==> src/rtl/keypad_scanner.sv <==
// keypad_scanner
//   Active scanner for a 4x4 matrix keypad used for clock/alarm time entry.
//   It pulls one column low at a time and reads the active-low rows through a
//   2-flop synchroniser. Press and release are each debounced over
//   DEBOUNCE_SCANS consecutive scan ticks. Each physical press produces
//   exactly one key event.
//
// Ports
//   clk        system clock, all logic on posedge
//   rst        asynchronous reset, active low
//   en         scan enable; low parks the scanner (columns released)
//   row[3:0]   keypad rows, active low, externally pulled up
//   col[3:0]   keypad columns, one-hot active low (4'b1111 while parked)
//   key_valid  one-clk strobe when a debounced press is accepted
//   key_code   code of the last accepted key, held until the next accept
//   key_held   high from accept until the release has been debounced
//
// States
//   SCAN      | rotating columns, looking for any low row
//   DEB_PRESS | column frozen, counting stable-low ticks on the candidate row
//   HELD      | key accepted, waiting for the candidate row to go high
//   DEB_REL   | counting stable-high ticks on the candidate row
module keypad_scanner #(
  parameter int CLK_HZ         = 100_000_000,
  parameter int SCAN_HZ        = 1000,
  parameter int DEBOUNCE_SCANS = 4
) (
  input  logic       clk,
  input  logic       rst,
  input  logic       en,
  input  logic [3:0] row,
  output logic [3:0] col,
  output logic       key_valid,
  output logic [3:0] key_code,
  output logic       key_held
);

  localparam int              TICK_DIV  = CLK_HZ / SCAN_HZ;
  localparam int              TW        = (TICK_DIV > 1) ? $clog2(TICK_DIV) : 1;
  localparam logic [TW-1:0]   TICK_LAST = TW'(TICK_DIV - 1);
  localparam logic [3:0]      DEB_N     = 4'(DEBOUNCE_SCANS);

  typedef enum logic [1:0] {
    SCAN      = 2'd0,
    DEB_PRESS = 2'd1,
    HELD      = 2'd2,
    DEB_REL   = 2'd3
  } state_t;

  state_t        state, state_nxt;
  logic [3:0]    row_s1, row_s2;
  logic [TW-1:0] tick_cnt;
  logic          tick;
  logic [3:0]    cnt, cnt_nxt, cnt_inc;
  logic [1:0]    cand_row, cand_row_nxt;
  logic [1:0]    col_idx, col_idx_nxt;
  logic [1:0]    low_row;
  logic          cand_low;
  logic [3:0]    code_nxt;
  logic          valid_nxt;
  logic          held_nxt;

  function automatic logic [3:0] key_map(input logic [1:0] c, input logic [1:0] r);
    logic [3:0] code;
    case ({c, r})
      4'b00_00: code = 4'd1;
      4'b00_01: code = 4'd4;
      4'b00_10: code = 4'd7;
      4'b00_11: code = 4'd14;
      4'b01_00: code = 4'd2;
      4'b01_01: code = 4'd5;
      4'b01_10: code = 4'd8;
      4'b01_11: code = 4'd0;
      4'b10_00: code = 4'd3;
      4'b10_01: code = 4'd6;
      4'b10_10: code = 4'd9;
      4'b10_11: code = 4'd15;
      4'b11_00: code = 4'd10;
      4'b11_01: code = 4'd11;
      4'b11_10: code = 4'd12;
      4'b11_11: code = 4'd13;
      default:  code = 4'd0;
    endcase
    return code;
  endfunction

  always_ff @(posedge clk or negedge rst) begin
    if (!rst) begin
      row_s1 <= 4'hF;
      row_s2 <= 4'hF;
    end else begin
      row_s1 <= row;
      row_s2 <= row_s1;
    end
  end

  // Held at zero while parked so a re-enable always starts a full dwell.
  assign tick = en && (tick_cnt == TICK_LAST);

  always_ff @(posedge clk or negedge rst) begin
    if (!rst)
      tick_cnt <= '0;
    else if (!en || tick)
      tick_cnt <= '0;
    else
      tick_cnt <= tick_cnt + TW'(1);
  end

  // Lowest low row index wins when several rows are low together.
  always_comb begin
    low_row = 2'd3;
    if (!row_s2[2]) low_row = 2'd2;
    if (!row_s2[1]) low_row = 2'd1;
    if (!row_s2[0]) low_row = 2'd0;
  end

  assign cand_low = ~row_s2[cand_row];
  assign cnt_inc  = cnt + 4'd1;
  assign col      = en ? ~(4'b0001 << col_idx) : 4'b1111;

  always_comb begin
    state_nxt    = state;
    cnt_nxt      = cnt;
    cand_row_nxt = cand_row;
    col_idx_nxt  = col_idx;
    code_nxt     = key_code;
    valid_nxt    = 1'b0;
    held_nxt     = key_held;
    if (!en) begin
      state_nxt   = SCAN;
      cnt_nxt     = '0;
      col_idx_nxt = '0;
      held_nxt    = 1'b0;
    end else if (tick) begin
      case (state)
        SCAN: begin
          if (row_s2 != 4'hF) begin
            cand_row_nxt = low_row;
            if (DEB_N == 4'd1) begin
              code_nxt  = key_map(col_idx, low_row);
              valid_nxt = 1'b1;
              held_nxt  = 1'b1;
              cnt_nxt   = '0;
              state_nxt = HELD;
            end else begin
              cnt_nxt   = 4'd1;
              state_nxt = DEB_PRESS;
            end
          end else begin
            col_idx_nxt = col_idx + 2'd1;
          end
        end
        DEB_PRESS: begin
          if (cand_low) begin
            if (cnt_inc == DEB_N) begin
              code_nxt  = key_map(col_idx, cand_row);
              valid_nxt = 1'b1;
              held_nxt  = 1'b1;
              cnt_nxt   = '0;
              state_nxt = HELD;
            end else begin
              cnt_nxt = cnt_inc;
            end
          end else begin
            // Bounce: give up on this column and keep rotating.
            cnt_nxt     = '0;
            col_idx_nxt = col_idx + 2'd1;
            state_nxt   = SCAN;
          end
        end
        HELD: begin
          if (!cand_low) begin
            if (DEB_N == 4'd1) begin
              held_nxt    = 1'b0;
              cnt_nxt     = '0;
              col_idx_nxt = col_idx + 2'd1;
              state_nxt   = SCAN;
            end else begin
              cnt_nxt   = 4'd1;
              state_nxt = DEB_REL;
            end
          end
        end
        DEB_REL: begin
          if (!cand_low) begin
            if (cnt_inc == DEB_N) begin
              held_nxt    = 1'b0;
              cnt_nxt     = '0;
              col_idx_nxt = col_idx + 2'd1;
              state_nxt   = SCAN;
            end else begin
              cnt_nxt = cnt_inc;
            end
          end else begin
            cnt_nxt   = '0;
            state_nxt = HELD;
          end
        end
        default: state_nxt = SCAN;
      endcase
    end
  end

  always_ff @(posedge clk or negedge rst) begin
    if (!rst) begin
      state     <= SCAN;
      cnt       <= '0;
      cand_row  <= '0;
      col_idx   <= '0;
      key_code  <= '0;
      key_valid <= 1'b0;
      key_held  <= 1'b0;
    end else begin
      state     <= state_nxt;
      cnt       <= cnt_nxt;
      cand_row  <= cand_row_nxt;
      col_idx   <= col_idx_nxt;
      key_code  <= code_nxt;
      key_valid <= valid_nxt;
      key_held  <= held_nxt;
    end
  end

endmodule

==> config.mk <==
export PLATFORM = sky130hd
export DESIGN_NAME = keypad_scanner
export DESIGN_NICKNAME = d
export VERILOG_FILES = /design/src/rtl/keypad_scanner.sv
export SDC_FILE = /design/constraint.sdc
export NUM_CORES = 1
export LEC_CHECK = 0
export ABC_CLOCK_PERIOD_IN_PS = 1900
export CAP_MARGIN = 20
export CELL_PAD_IN_SITES_DETAIL_PLACEMENT = 0
export CELL_PAD_IN_SITES_GLOBAL_PLACEMENT = 2
export CORE_AREA = 4 4 85 87
export DETAILED_ROUTE_END_ITERATION = 16
export DIE_AREA = 0 0 89 91
export PLACE_DENSITY = 0.77
export SLEW_MARGIN = 20
export SYNTH_ARGS = -nofsm -noshare
export SYNTH_HDL_FRONTEND = slang
export SYNTH_SLANG_ARGS = --single-unit
export TNS_END_PERCENT = 100
==> constraint.sdc <==
create_clock -name clk -period 1.9 [get_ports clk]
set_input_delay 0.285 -clock clk [delete_from_list [all_inputs] [get_ports clk]]
set_output_delay 0.285 -clock clk [all_outputs]
set_load 0.1 [all_outputs]
Yosys cells after proc, flatten, opt, wreduce, memory -nomap -nowiden
Memory sizes are Yosys's and may differ from the RTL's. A register that Yosys moved wholly into a read port is not among the register bits. Index checks and enable logic that the tools add are counted.

Multiplexer cells: 43. Div/mod/pow operators: 0. Reductions and logical operators: 11. $mul: 0. Add/subtract/negate cells: 3. Order comparisons: 1. Bitwise operators: 2. Eq/ne operators: 19. Shift operators: 1.

Operator list (count): two-way mux 2 bit (16); two-way mux 4 bit (8); != test 3 bit, second input constant (8); adder 17 x 1 -> 17 bit, second input constant (1); == test 17 bit, second input constant (1); two-way mux 17 bit (1); case mux 4 bit (4 select lines) (1); two-way mux 1 bit (13); != test 4 bit, second input constant (3); AND reduction 6 bit (2); AND reduction 5 bit (2); case mux 2 bit (4 select lines) (1); case mux 2 bit (3 select lines) (1); adder 4 x 1 -> 4 bit, second input constant (1); == test 2 bit, second input constant (2); == test 4 x 3 -> 1 bit, second input constant (1); != test 4 x 1 -> 1 bit, second input constant (1); NOT 4 bit (1); AND reduction 4 bit (1); left shift 1 x 2 -> 4 bit, first input constant (1); < comparator 2 x 3 -> 1 bit, second input constant (1); != test 3 x 1 -> 1 bit, second input constant (1); AND reduction 3 bit (1); adder 2 x 1 -> 2 bit, second input constant (1); 9 further kinds (10).

RAM bits: 0. Memories: 1. Memory bits (read-only): 64. Register bits after elaboration: 37. Bits of input ports: 7. Bits in latches: 0. Output and inout bits: 10. Word-level logic and storage cells: 90.

Memory list: (name not given) (words 16, width 4, rd ports 1, clocked after memory_dff 1, wr ports 0, line 65) `case ({c, r})`.

Logic depth before layout (Yosys ltp)
Depth in word-level cells: 7. Mapped depth: 7. Mapped depth without buffers: 6.

Worst setup path after synthesis
OpenSTA, ideal clock, no wires.

Path kind: flip-flop to flip-flop. Start: register tick_cnt[0]. End: register key_code[0]. Buffers on the path: 0. Cell stages (with the launch flop): 7. Setup time: 125 ps. Clock period less this slack: 1986 ps. Slack: -86 ps. Data arrival time: 1860 ps. Data required time: 1775 ps. Cells stage by stage: dfrtp_1 > ha_1 > and4_1 > and4_1 > nand2_1 > nor4b_4 > mux2_2.

Word-level cells in the longest chain between the ends: 3.

Ends and longest elaborated chain: start: declaration (line 52) `logic [TW-1:0] tick_cnt;`; start signal: assignment (line 106) `tick_cnt <= tick_cnt + TW'(1);`; == test 17 bit (line 98) `assign tick = en && (tick_cnt == TICK_LAST);`; logical AND 1 bit (line 98); AND reduction 5 bit (no line); end: declaration (line 34) `output logic [3:0] key_code,`.

Every way passes these cells. A chain may end at the register's enable or synchronous reset.

Worst setup path after layout
Start: register cnt[1]. End: register key_code[0].

Word-level cells in the longest chain between the ends: 3.

Ends and longest elaborated chain: start: declaration (line 54) `logic [3:0] cnt, cnt_nxt, cnt_inc;`; start signal: assignment (line 215) `cnt <= cnt_nxt;`; adder 4 x 1 -> 4 bit (line 118) `assign cnt_inc = cnt + 4'd1;`; == test 4 x 3 -> 1 bit (line 155) `if (cnt_inc == DEB_N) begin`; AND reduction 5 bit (no line).

Every way passes these cells.

==> metrics.md <==
| Metric | Value |
|---|---|
| Outcome | complete, but fails checks |
| Failing checks | negative setup slack |
| Vias per Instance | 4.837 |
| Port Buf Inserts | 16 |
| Fin nets | 273 |
| Gate Count Post-Synth | 200 |
| Final setup fails | 4 |
| Mapped Nets | 214 |
| HPWL after DPL | 3047 um |
| CP bufs+invs | 1 |
| Setup ws final | -16.86 ps |
| MaxCap Viol Count | 0 |
| Core area | 0.006350 sq mm |
| ANT nets after route | 0 |
| Final Max Tran Viols | 0 |
| R2r startpoint | cnt[1] |
| CP Capture Type | flop |
| Routability cong. | 0.7407 |
| Part of the Yosys area used for sequential elements | 48.73% |
| Most common cell after layout, fill and taps aside | buf_4 |
| Crit path kind | reg -> reg |
| CTS buffer count | 5 |
| CTS tree | built |
| Core Rows | 29 |
| Die area | 0.008099 sq mm |
| #FFs+latches synth | 41 |
| Clock slew at reported path FFs | 90 ps |
| YS warnings | 0 |
| Io pins | 17 |
| Initial DRC Count | 82 |
| Peak VDD IR | 0.5910 mV |
| Min-delay worst type | in -> async |
| Max Root-Sink Buffers | 2 |
| Worst hold slack | 53.01 ps |
| Crit-path leading delay family | simple AND/OR/NAND/NOR gates |
| CP arrival | 2090 ps |
| Worst setup SP type | flop |
| Unrepaired setup endpoints after global routing | yes |
| Ratio of total power to cell area | 669.5 mW/mm^2 |
| Mapped Area | 0.002126 sq mm |
| Main flop type after synthesis | dfrtp_1 |
| Die X | 89 um |
| Hold Fails Final Rpt | 0 |
| Worst-path maximum fanout | 5 |
| Crit-path cells | ha_2 > nor2b_4 > and3b_1 > a32o_2 > nor4b_4 > buf_6 > mux2_4 |
| Area grow syn2layout | 36.49% |
| Detailed-route via count | 1630 |
| Crit path required time | 2080 ps |
| Clk_lat worst skew | 290 ps |
| Crit path from | cnt[1] |
| Crit share post-route | 100.9% |
| Static leakage | 1.351 nW |
| Grt ovf | 0 |
| Pin count of the biggest net entering global routing | 42 |
| CTS HTree Levels | 2 |
| Clock root buffer | clkbuf_8 |
| Vias in the first global route | 1644 |
| Clock Skews | 8.942 ps |
| Ratio of cells with drive above 1 in the final layout | 36.54% |
| Die height | 91 um |
| Synth async-reset ratio | 100.0% |
| Slew headroom | 65.38% |
| Initial antenna violation count | 0 |
| GRT Util Overall | 11.95% |
| First-pass GRT wire length | 7686 um |
| Cts hold-fix bufs | 0 |
| DRT Wirelength | 4323 um |
| Placed cell areas | 0.002686 sq mm |
| Post-synth EDFFs | 0 |
| Worst path max stage delay | 420 ps |
| DRC errors left | 0 |
| Drt first pass iters | 4 |
| Post-route design area | 0.002902 sq mm |
| CTS Sinks | 41 |
| Initial Util | 33.48% |
| WL/cell | 12.83 um |
| Ant. Diodes | 0 |
| Commonest non-fill, non-tap cells in the layout | buf_4, dfrtp_1, nand2_1 |
| Post-synth cell types | 45 |
| Worst-Margin Slew | 519.4 ps |
| Fin crit period | 1917 ps |
| Crit path max-delay cell type | dfrtp_1 |
| Fmax | 521.7 MHz |
| Synthesized area per cell | 10.63 sq um |
## worst paths after layout
kind / end / slack (ps) / cells past startpoint
setup / recovery: key_code[0] / -20 / 7
hold / removal: state[1] / 50 / 2
setup reg to reg: key_code[0] / -20 / 7
hold reg to reg: row_s2[1] / 360 / 0
max in group asynchronous: col_idx[1] / 1470 / 2
min in group clk: row_s2[1] / 360 / 0
## final cells by class
cell class                 count  area, sq um
fill                         590         3448
multi-input combinational    142         1079
sequential                    41         1037
timing repair buffer          60        521.8
tap                           77        96.34
clock buffer                   5        68.82
clock inverter                 3        65.06
inverter                       9        33.78
## per-stage QoR
step                      cells  util (%)  TNS, ps  total power, mW  setup WS, ps
after floorplan             200         -   -320.6            1.027        -72.12
after global placement      324     42.31   -12.75            1.119        -3.397
after detailed placement    324     42.31   -171.3            1.121        -46.96
after CTS                   334     44.93        0            1.969         2.692
after global routing        337     45.69    -1006            2.030        -140.7
final                       337     45.69   -59.17            1.942        -16.86
## kinds of logic after synthesis
kind of cell,after synthesis,share of synthesized area (%)
AOI/OAI and AO/OA,27,9.889
xor gates and xnor gates,19,7.828
adders and majority gates,7,4.120
buffers and inverters,17,3.413
DFF,41,48.73
muxes,11,6.239
and+or+nand+nor,78,19.78
## power breakdown
group | internal [mW] | switching (mW)
logic | 0.0818 | 0.114
registers | 0.901 | 0.0142
clock network | 0.522 | 0.309
## metal layers
layer  global-route usage, %  wire length (um)  vias to the layer above
li1                        -                 -                      819
met1                   16.15              2075                      787
met2                   18.69              2071                       19
met3                   3.077               126                        5
met4                   3.722                49                        0
met5                       0                 0                        -
## repair_timing
item                                    CTS  global route
hold endpoints to repair                  0             0
pin swaps                                 3             6
resized for setup                         4            10
endpoints found under the setup margin    6            14
buffers inserted                          2             3
## flip-flops by register name, indices dropped and copies added (netlist names)
register and cells:
cand_row 2, cnt 4, col_idx 2, key_code 4, key_held 1, key_valid 1, row_s1 4, row_s2 4
state 2, tick_cnt 17
## synthesized netlist by cell type, types with 2 or more instances
cell / count / share of area, %
o21ai_0: 6 / 1.4
nor2b_1: 2 / 0.59
nor2_1: 19 / 3.4
clkbuf_1: 4 / 0.71
buf_1: 2 / 0.35
mux2i_1: 5 / 2.4
mux2_2: 4 / 2.1
nor3_1: 7 / 1.6
xor2_1: 14 / 5.8
a211oi_1: 4 / 1.4
and2_1: 2 / 0.59
nand3_1: 5 / 1.2
inv_1: 8 / 1.4
and3_1: 2 / 0.59
nand4_1: 6 / 1.8
dfstp_2: 8 / 9.9
dfrtp_1: 33 / 39
ha_1: 7 / 4.1
and4bb_2: 2 / 1.2
xnor2_1: 5 / 2.1
and4_1: 5 / 2.1
nand2_1: 24 / 4.2
a311o_1: 2 / 0.94
a21oi_1: 3 / 0.71
No activity file was read; power rests on OpenSTA's default activity.
